$ cat config.mk
export PLATFORM = sky130hd
export DESIGN_NAME = panel_input_ctrl
export DESIGN_NICKNAME = d
export VERILOG_FILES = /design/src/rtl/panel_input_ctrl.sv
export SDC_FILE = /design/constraint.sdc
export NUM_CORES = 1
export LEC_CHECK = 0
export BUFFER_PORTS_ARGS = -buffer_cell sky130_fd_sc_hd__buf_2
export CORE_UTILIZATION = 30
export DETAILED_ROUTE_END_ITERATION = 6
export HOLD_SLACK_MARGIN = 0.06
export PLACE_DENSITY = 0.52
export SLEW_MARGIN = 40
export SYNTH_ARGS = -nofsm -noshare
export SYNTH_HDL_FRONTEND = slang
export SYNTH_SLANG_ARGS = --single-unit
$ cat constraint.sdc
create_clock -name CLOCK_50 -period 11.66 [get_ports CLOCK_50]
set_input_delay 1.749 -clock CLOCK_50 [delete_from_list [all_inputs] [get_ports CLOCK_50]]
set_output_delay 1.749 -clock CLOCK_50 [all_outputs]
set_load 0.1 [all_outputs]
$ cat src/rtl/panel_input_ctrl.sv
// panel_input_ctrl: two debounced active-low pushbuttons that toggle scan
// run/direction, plus a switch-selected step tick generator.
// Optional feature macro: PANEL_AUTO_REPEAT_EN (key auto-repeat while held).
module panel_input_ctrl #(
  parameter int unsigned DEBOUNCE_COUNT = 500000,
  parameter int unsigned TICK_BASE      = 2500000,
  parameter int unsigned REPEAT_DELAY   = 25000000,
  parameter int unsigned REPEAT_PERIOD  = 5000000
) (
  input  logic       CLOCK_50,
  input  logic       reset,
  input  logic [1:0] KEY,
  input  logic [3:0] SW,
  output logic [1:0] key_level,
  output logic [1:0] key_pressed,
  output logic       run,
  output logic       dir_up,
  output logic       step_tick
);

  localparam int unsigned DW = $clog2(DEBOUNCE_COUNT + 1);
  localparam int unsigned TW = $clog2(16 * TICK_BASE);
  localparam logic [DW-1:0] DB_LAST = DW'(DEBOUNCE_COUNT - 1);

`ifdef PANEL_AUTO_REPEAT_EN
  localparam int unsigned RPT_MAX = (REPEAT_DELAY > REPEAT_PERIOD) ? REPEAT_DELAY : REPEAT_PERIOD;
  localparam int unsigned RW = $clog2(RPT_MAX + 1);
  localparam logic [RW-1:0] RD_LAST = RW'(REPEAT_DELAY - 1);
  localparam logic [RW-1:0] RP_LAST = RW'(REPEAT_PERIOD - 1);
`endif

  // Zero-length timing parameters would make the counters meaningless.
  if (DEBOUNCE_COUNT == 0 || TICK_BASE == 0 || REPEAT_DELAY == 0 || REPEAT_PERIOD == 0) begin : g_bad_param
    $error("panel_input_ctrl: timing parameters must be nonzero");
  end

  typedef enum logic [1:0] {IDLE, PRESS_WAIT, HELD, RELEASE_WAIT} key_state_e;

  logic [1:0]    sync1_q, sync2_q, key_down;
  key_state_e    state_q [2];
  key_state_e    state_d [2];
  logic [DW-1:0] db_cnt_q [2];
  logic [DW-1:0] db_cnt_d [2];
  logic [1:0]    level_d, press_d, accept_d;
`ifdef PANEL_AUTO_REPEAT_EN
  logic [RW-1:0] rpt_cnt_q [2];
  logic [RW-1:0] rpt_cnt_d [2];
  logic [1:0]    rpt_armed_q, rpt_armed_d;
`endif
  logic [3:0]    sw_lat_q;
  logic [TW-1:0] tick_cnt_q, tick_last;

  // Two-flop synchronizer; released (1) out of reset.
  always_ff @(posedge CLOCK_50) begin
    if (reset) begin
      sync1_q <= 2'b11;
      sync2_q <= 2'b11;
    end else begin
      sync1_q <= KEY;
      sync2_q <= sync1_q;
    end
  end

  assign key_down = ~sync2_q;

  // Per-key debounce FSM next-state and event decode.
  always_comb begin
    level_d  = key_level;
    press_d  = 2'b00;
    accept_d = 2'b00;
`ifdef PANEL_AUTO_REPEAT_EN
    rpt_armed_d = rpt_armed_q;
`endif
    for (int i = 0; i < 2; i++) begin
      state_d[i]  = state_q[i];
      db_cnt_d[i] = db_cnt_q[i];
`ifdef PANEL_AUTO_REPEAT_EN
      rpt_cnt_d[i] = rpt_cnt_q[i];
`endif
      unique case (state_q[i])
        IDLE: begin
          if (key_down[i]) begin
            state_d[i]  = PRESS_WAIT;
            db_cnt_d[i] = '0;
          end
        end
        PRESS_WAIT: begin
          if (!key_down[i]) begin
            state_d[i]  = IDLE;
            db_cnt_d[i] = '0;
          end else if (db_cnt_q[i] == DB_LAST) begin
            state_d[i]  = HELD;
            db_cnt_d[i] = '0;
            level_d[i]  = 1'b1;
            accept_d[i] = 1'b1;
            press_d[i]  = 1'b1;
`ifdef PANEL_AUTO_REPEAT_EN
            rpt_cnt_d[i]   = '0;
            rpt_armed_d[i] = 1'b0;
`endif
          end else begin
            db_cnt_d[i] = db_cnt_q[i] + DW'(1);
          end
        end
        HELD: begin
          if (!key_down[i]) begin
            state_d[i]  = RELEASE_WAIT;
            db_cnt_d[i] = '0;
          end else begin
`ifdef PANEL_AUTO_REPEAT_EN
            // First repeat after the delay, then one per period.
            if (rpt_cnt_q[i] == (rpt_armed_q[i] ? RP_LAST : RD_LAST)) begin
              rpt_cnt_d[i]   = '0;
              rpt_armed_d[i] = 1'b1;
              press_d[i]     = 1'b1;
            end else begin
              rpt_cnt_d[i] = rpt_cnt_q[i] + RW'(1);
            end
`endif
          end
        end
        RELEASE_WAIT: begin
          if (key_down[i]) begin
            state_d[i]  = HELD;
            db_cnt_d[i] = '0;
          end else if (db_cnt_q[i] == DB_LAST) begin
            state_d[i]  = IDLE;
            db_cnt_d[i] = '0;
            level_d[i]  = 1'b0;
          end else begin
            db_cnt_d[i] = db_cnt_q[i] + DW'(1);
          end
        end
        default: begin
          state_d[i]  = IDLE;
          db_cnt_d[i] = '0;
        end
      endcase
    end
  end

  // FSM state, debounce counters and registered key outputs.
  always_ff @(posedge CLOCK_50) begin
    if (reset) begin
      for (int i = 0; i < 2; i++) begin
        state_q[i]  <= IDLE;
        db_cnt_q[i] <= '0;
`ifdef PANEL_AUTO_REPEAT_EN
        rpt_cnt_q[i] <= '0;
`endif
      end
`ifdef PANEL_AUTO_REPEAT_EN
      rpt_armed_q <= 2'b00;
`endif
      key_level   <= 2'b00;
      key_pressed <= 2'b00;
      run         <= 1'b1;
      dir_up      <= 1'b1;
    end else begin
      for (int i = 0; i < 2; i++) begin
        state_q[i]  <= state_d[i];
        db_cnt_q[i] <= db_cnt_d[i];
`ifdef PANEL_AUTO_REPEAT_EN
        rpt_cnt_q[i] <= rpt_cnt_d[i];
`endif
      end
`ifdef PANEL_AUTO_REPEAT_EN
      rpt_armed_q <= rpt_armed_d;
`endif
      key_level   <= level_d;
      key_pressed <= press_d;
      run         <= run ^ accept_d[0];
      dir_up      <= dir_up ^ accept_d[1];
    end
  end

  // Period end count for the latched speed: (SW+1)*TICK_BASE-1.
  assign tick_last = TW'((32'(sw_lat_q) + 32'd1) * TICK_BASE - 32'd1);

  // Step tick generator; SW is captured only when a new period starts.
  always_ff @(posedge CLOCK_50) begin
    if (reset || !run) begin
      tick_cnt_q <= '0;
      step_tick  <= 1'b0;
      sw_lat_q   <= SW;
    end else if (tick_cnt_q == tick_last) begin
      tick_cnt_q <= '0;
      step_tick  <= 1'b1;
      sw_lat_q   <= SW;
    end else begin
      tick_cnt_q <= tick_cnt_q + TW'(1);
      step_tick  <= 1'b0;
    end
  end

endmodule

==> results.ini, run 1 <==
[status]
status = finished, final reports clean

[setup_path]
cp-endpoint = sw_lat_q[3]
path_cells = nand3_1 -> xor2_1 -> inv_1 -> ha_1 -> fa_1 -> ha_1 -> ha_1 -> o211ai_1 -> o211ai_1 -> a221o_1 -> nor3b_1 -> nand4_1 -> or4_1 -> and3_1 -> a211o_1 -> a211oi_4 -> buf_4 -> nand2b_1
slowest_stage = edfxtp_1
cp-end-kind = flip-flop
rr_startpoint = sw_lat_q[0]
crit_required_ps = 11700
startpoint_type = flip-flop
timing.rr.end = sw_lat_q[3]
crit_top_cell = ha_1
cp.depth = 18
timing.critical_path.buf_inv = 2
max_stage_delay_ps = 580
crit_type = flip-flop to flip-flop
cp-startpoint = sw_lat_q[0]
cp_top_family = simple AND/OR/NAND/NOR gates
r2r_slack_ps = 5370
rr_worst_depth = 18
arrival_ps = 6330
crit_fanout = 26

[clock_network]
ctsResizeCount = 0
clkLatencyLatePin_ps = 340
post-cts-setup-buffers = 0
htreeDepth = 3
postCtsHoldBufs = 0
cts_tree = done
clk_pin_slew_ps = 60
root_buffer = clkbuf_16
clock-sinks = 83
cts_buffers = 9
clockBufferDepth = 2

[pwr]
p_sw_share_pct = 33.9
p_int_mw = 0.654
clkPwrFrac_pct = 35.6
power_density_mw_per_mm2 = 149
p_leak_nw = 2.34
total_power_mw = 0.990
p_switching_mw = 0.336
comb_power_share_pct = 34.1
ir_drop_v = 0.0000823
p_seq_share_pct = 30.3

[logic_synthesis]
ys_ff_latch = 83
syn_area_per_cell_um2 = 8.23
synth_cell_types = 76
synth_edf_count = 4
netlist_instances = 728
yosysSeqAreaShare_pct = 28.4
async_reset_ff_share_pct = 0
synth_ff_type = dfxtp_1
synth_warnings = 0
syn_area_mm2 = 0.00599

[route]
wl_um = 13600
drtAntennaViolNets = 0
wire_per_inst_um = 13.6
drtPass1Iterations = 4
drt_iter0_markers = 307
route.detailed.drc = 0
vias = 5045
viasPerCell = 5.06

[timing]
rsz0062_at_grt = false
drv_slew = 0
period_needed_ps = 6290
fin_worst_skew_ps = 11.4
finalHoldViolations = 0
slew_headroom_pct = 49.1
fin_crit_sh_pct = 54.0
clock.fmax_mhz = 159
worst_slack_ps = 5370
hold_ws_ps = 409
finalSetupTns_ps = 0
setup_viol = 0
worst_pin_slew_ps = 757

[cells_and_area]
layout_common_cells = nor2_1 (87), dfxtp_1 (79), nand2_1 (54)
fin_cells = 998
antenna_cells = 0
area_delta_synth_final_pct = 10.7
finalNetCount = 786
stdcell_area_mm2 = 0.00663
final_common_cell = nor2_1
final_core_util_pct = 34.0
drive_gt1_share_pct = 9.28

[hold_path]
hold_depth = 1
hold_class = flip-flop to flip-flop

[floorplan]
coreArea_mm2 = 0.0195
die_x_um = 143
dieArea_mm2 = 0.0205
die_y_um = 143
io_pins = 15
rows = 51
start_util_pct = 30.7

[grt]
grt_pass1_vias = 4543
grt_max_degree = 40
grtUsageTotal_pct = 13.9
overflow = 0
antenna_found_initial = 0
grt_pass1_wl_um = 22800

[placement]
dp_slack_ps = 5420
finalWeightedCongestion = 0.819
detailed_place_hpwl_um = 10200
portBuffers = 14
placed_cells = 982
dpl_cell_area_mm2 = 0.00626

[flow_run]
cap_violations = 0

==> how the worst min path moves through the flow <==
stage	startpoint	endpoint	slack (ps)
2_1_floorplan	sync1_q[0]	sync2_q[0]	390
3_3_place_gp	sync1_q[0]	sync2_q[0]	390
3_5_place_dp	sync1_q[1]	sync2_q[1]	400
4_1_cts	sync1_q[1]	sync2_q[1]	410
5_1_grt	sync1_q[1]	sync2_q[1]	430
6_report	sync1_q[1]	sync2_q[1]	410
==> synth_stat cells (3+ instances only) <==
library cell | count | area (um^2)
nor4bb_1 | 3 | 30.0
nand4_1 | 17 | 106
a22oi_1 | 4 | 30.0
ha_1 | 47 | 588
a311oi_1 | 9 | 78.8
a2111oi_0 | 6 | 52.6
nor3b_1 | 4 | 30.0
nor4b_1 | 4 | 35.0
nand2_1 | 54 | 203
a31oi_1 | 6 | 37.5
edfxtp_1 | 4 | 120
nand3_1 | 35 | 175
or4_1 | 4 | 30.0
nor4_1 | 8 | 50.1
or3_1 | 4 | 25.0
and2_1 | 12 | 75.1
fa_1 | 3 | 60.1
or2_2 | 13 | 81.3
nor3_2 | 3 | 30.0
clkbuf_1 | 18 | 67.6
and3_1 | 13 | 81.3
nor2b_1 | 6 | 37.5
dfxtp_1 | 79 | 1580
a21oi_1 | 31 | 155
nand2b_1 | 11 | 68.8
nor3_1 | 39 | 195
o21a_1 | 6 | 45.0
buf_6 | 4 | 45.0
xnor2_1 | 44 | 385
o21ai_0 | 28 | 140
nand4b_1 | 3 | 26.3
nor2_1 | 88 | 330
inv_1 | 17 | 63.8
xor2_1 | 42 | 368
a211oi_1 | 3 | 22.5
o211ai_1 | 7 | 52.6
==> state kept, by name (all words and copies together), names as in the netlist, named ones only <==
name,flops
state_q,2
db_cnt_q,38
sync1_q,2
sw_lat_q,4
key_level,2
key_pressed,2
sync2_q,2
run,1
step_tick,1
tick_cnt_q,26
dir_up,1
==> worst reg2reg max path, cell delays in order (launching register included) <==
cell and delay (ps):
edfxtp_1 580, nand3_1 140, xor2_1 360, inv_1 240
ha_1 380, fa_1 480, ha_1 300, ha_1 350
o211ai_1 130, o211ai_1 370, a221o_1 330, nor3b_1 400
nand4_1 140, or4_1 540, and3_1 180, a211o_1 260
a211oi_4 200, buf_4 320, nand2b_1 270
==> power by group through the flow <==
| stage | logic (mW) | registers [mW] | clock network (mW) |
|---|---|---|---|
| floorplan | 0.274 | 0.306 | 0 |
| global placement | 0.337 | 0.306 | 0 |
| detailed placement | 0.335 | 0.306 | 0 |
| CTS | 0.338 | 0.300 | 0.363 |
| global route | 0.377 | 0.301 | 0.373 |
| finish | 0.338 | 0.300 | 0.352 |
==> layout make-up <==
class                      count  area, um^2
fill                        2087       12900
inverter                      17        63.8
clock inverter                 7         146
multi-input combinational    602        4090
sequential                    83        1700
timing repair buffer          15        77.6
clock buffer                   9         225
tap                          265         332
==> cell families after synthesis <==
logic type | Yosys count | synth area share (%)
xor+xnor | 87 | 12.8
buf+inv | 44 | 3.53
mux | 2 | 0.376
compound gates | 128 | 14.8
fa+ha+maj | 50 | 10.8
simple gates | 333 | 29.1
other cells | 1 | 0.0626
flops | 83 | 28.4
==> routing by layer <==
| metal | track usage (%) | part of all wire (%) | up-vias |
|---|---|---|---|
| li1 | - | - | 2632 |
| met2 | 20.4 | 42 | 67 |
| met1 | 20.4 | 53 | 2327 |
| met4 | 4.98 | 1.7 | 0 |
| met5 | 0 | 0 | - |
| met3 | 1.83 | 2.8 | 19 |
(Power assumes the default switching activity.)
==> run 2, diff against run 1 <==
Settings changed: ABC_AREA set to 1, PLACE_DENSITY 0.52 to 0.54.
Clock period 11.66 ns to 5.6 ns, I/O delays scaled along.
==> run 2 against run 1 <==
Net effect: sequential power grew 110%; final cell count grew 32%; critical path depth is 7 higher; register-to-register slack worse by 4800 ps; core utilization fell by 0.077 points; maximum frequency grew 25%; largest power group is now combinational logic.
==> results.ini, run 2 <==
[status]
status = finished, final reports clean

[cells_and_area]
stdcell_area_mm2 = 0.00722  ; +8.8%
drive_gt1_share_pct = 10.5  ; +1.2 points
area_delta_synth_final_pct = 9.60
regMostFlops = db_cnt_q
reg_top3 = db_cnt_q: 38 flops, tick_cnt_q: 26 flops, sw_lat_q: 4 flops
nFillCells = 2311  ; +11%
layout_common_cells = nand2_1 (279), inv_1 (144), nor2_1 (114)
finalNetCount = 1096  ; +39%
seq_area_mm2 = 0.00170  ; unchanged
multi_input_area_mm2 = 0.00422  ; +3.1%
fin_cells = 1318  ; +32%
final_common_cell = nand2_1
antenna_cells = 0  ; unchanged
largest_register_ffs = 38  ; unchanged

[setup_path]
rr_startpoint = sw_lat_q[0]
arrival_ps = 5270  ; -1060 ps
cp-startpoint = sw_lat_q[0]
crit_fanout = 24  ; -7.7%
max_stage_delay_ps = 620  ; +40 ps
startpoint_type = flip-flop
crit_type = flip-flop to flip-flop
crit_required_ps = 5830  ; -5870 ps
crit_top_cell = nand2_1
cp-end-kind = flip-flop
slowest_stage = edfxtp_1

[grt]
grtUsageTotal_pct = 14.7  ; +0.85 points
grt_pass1_vias = 5678  ; +25%
grt_pass1_wl_um = 26500  ; +16%
overflow = 0  ; unchanged
antenna_found_initial = 0  ; unchanged
grt_max_degree = 31  ; -23%

[placement]
finalWeightedCongestion = 0.842  ; +2.8%
placed_cells = 1302  ; +33%
dpl_cell_area_mm2 = 0.00694  ; +11%
detailed_place_hpwl_um = 12400  ; +22%
portBuffers = 14  ; unchanged

[pwr]
power_density_mw_per_mm2 = 266  ; +78%
p_leak_nw = 3.17  ; +35%
ir_drop_v = 0.000210  ; +150%

[timing]
rsz0062_at_grt = false
worst_pin_slew_ps = 581  ; -176 ps
fin_crit_sh_pct = 90.0  ; +36 points
setup_viol = 0  ; unchanged
finalSetupTns_ps = 0  ; unchanged
hold_ws_ps = 407  ; -1.83 ps
fin_worst_skew_ps = 6.50  ; -4.90 ps
slew_headroom_pct = 61.3  ; +12 points
period_needed_ps = 5040  ; -1250 ps
finalHoldViolations = 0  ; unchanged
clock.fmax_mhz = 198  ; +25%
drv_slew = 0  ; unchanged

[logic_synthesis]
synth_compound_gate_area_share_pct = 7.39  ; -7.5 points
synth_cell_types = 48  ; -37%
yosysSeqAreaShare_pct = 25.8  ; -2.6 points
synthXorXnorAreaFrac_pct = 5.32  ; -7.5 points
synth_top_family_by_area = simple AND/OR/NAND/NOR gates
netlist_instances = 1022  ; +40%
syn_area_mm2 = 0.00658  ; +9.9%
synth_ff_type = dfxtp_1
ys_ff_latch = 83  ; unchanged
syn_area_per_cell_um2 = 6.44  ; -22%
synth_top_area_share_pct = 24.0  ; -2.4 points
yosysMostFrequentCell = nand2_1
muxShareOfSynthArea_pct = 0  ; -0.38 points
synth_edf_count = 4  ; unchanged
synth_adder_area_share_pct = 9.84  ; -0.97 points
synth_warnings = 0  ; unchanged
yosys-top-cells-count = nand2_1 (279), inv_1 (144), nor2_1 (114)
ys_top_cells_by_area = dfxtp_1 (24%), nand2_1 (16%), ha_1 (8.9%)
yosys.area_share.simple_pct = 41.4  ; +12 points
synth_top_cell_by_area = dfxtp_1
async_reset_ff_share_pct = 0  ; unchanged

[clock_network]
clkLatencyLatePin_ps = 340  ; about the same
post-cts-setup-buffers = 0  ; unchanged
htreeDepth = 3  ; unchanged
clock-sinks = 83  ; unchanged
ctsResizeCount = 0  ; unchanged
root_buffer = clkbuf_16
clk_pin_slew_ps = 60  ; about the same
cts_tree = done
cts_buffers = 9  ; unchanged
postCtsHoldBufs = 0  ; unchanged
clockBufferDepth = 2  ; unchanged

[hold_path]
hold_class = flip-flop to flip-flop
hp-start = sync1_q[1]

[route]
route.detailed.drc = 0  ; unchanged
drtAntennaViolNets = 0  ; unchanged
vias = 6040  ; +20%
wire_per_inst_um = 11.7  ; -14%
viasPerCell = 4.58  ; -9.3%
drt_iter0_markers = 306  ; -0.33%
drtPass1Iterations = 5  ; +1
wl_um = 15400  ; +13%

[floorplan]
io_pins = 15  ; unchanged
die_y_um = 150  ; +4.8%
start_util_pct = 30.9  ; +0.24 points
dieArea_mm2 = 0.0225  ; +9.7%
coreArea_mm2 = 0.0213  ; +9.0%
die_x_um = 150  ; +4.8%
rows = 53  ; +3.9%

[flow_run]
cap_violations = 0  ; unchanged

[run 2: changes by cell type in the layout (fill, tap and decap cells not counted), moves of 11 or more]
cell and delta:
nand2_1 +225, inv_1 +127, nand3_1 +48, xnor2_1 -35, nor2_1 +27, nor2_2 +24
nand2_2 +23, nor3_1 -14, and2_1 -12, and3_1 -11, xor2_1 -11
[run 2: area by class of cell]
cell class,count,area share (%)
tap,275,4.77
clock inverter,5,0.520
sequential,83,23.6
timing repair buffer,18,1.39
multi-input combinational,773,58.4
clock buffer,11,3.36
inverter,153,7.96
[run 2: path summary, 6_finish.rpt]
| check | slack, ps | cells past startpoint | endpoint |
|---|---|---|---|
| worst max-delay path | 560 | 25 | tick_cnt_q[20] |
| worst min-delay path | 410 | 1 | sync2_q[1] |
| worst max register to register | 560 | 25 | tick_cnt_q[20] |
| worst min register to register | 410 | 1 | sync2_q[1] |
[run 2: kinds of logic after synthesis]
family / after synthesis
flops: 83
fa+ha+maj: 50
simple gates: 603
compound gates: 78
xor+xnor: 40
other cells: 1
buf+inv: 167
[run 2: per-stage QoR]
step / total power [mW] / setup WS [ps] / util, %
finish: 1.92 / 560 / 33.9
global placement: 1.38 / 606 / 32.6
CTS: 1.95 / 512 / 33.9
detailed placement: 1.38 / 537 / 32.6
global route: 2.08 / 26.7 / 33.9
floorplan: 1.23 / 1150 / -
[run 2: routing by layer]
metal	track usage [%]	wire length, um	vias to the layer above
li1	-	-	3297
met1	19.8	7970	2645
met2	23.3	6530	77
met3	2.30	499	21
met4	6.21	369	0
met5	0	0	-
[run 2: power breakdown]
group          switching [mW]  leakage (nW)  internal (mW)
Combinational           0.511          2.36          0.236
Sequential             0.0123         0.677          0.608
Clock                   0.240         0.132          0.314
Total                   0.763          3.17           1.16
[run 2: critical path: cells and delay by family (launching register included)]
kind | cells | cell delay [ps]
adders and majority gates | 5 | 1830
buffers and inverters | 2 | 490
and+or+nand+nor | 18 | 1990
DFF | 1 | 620
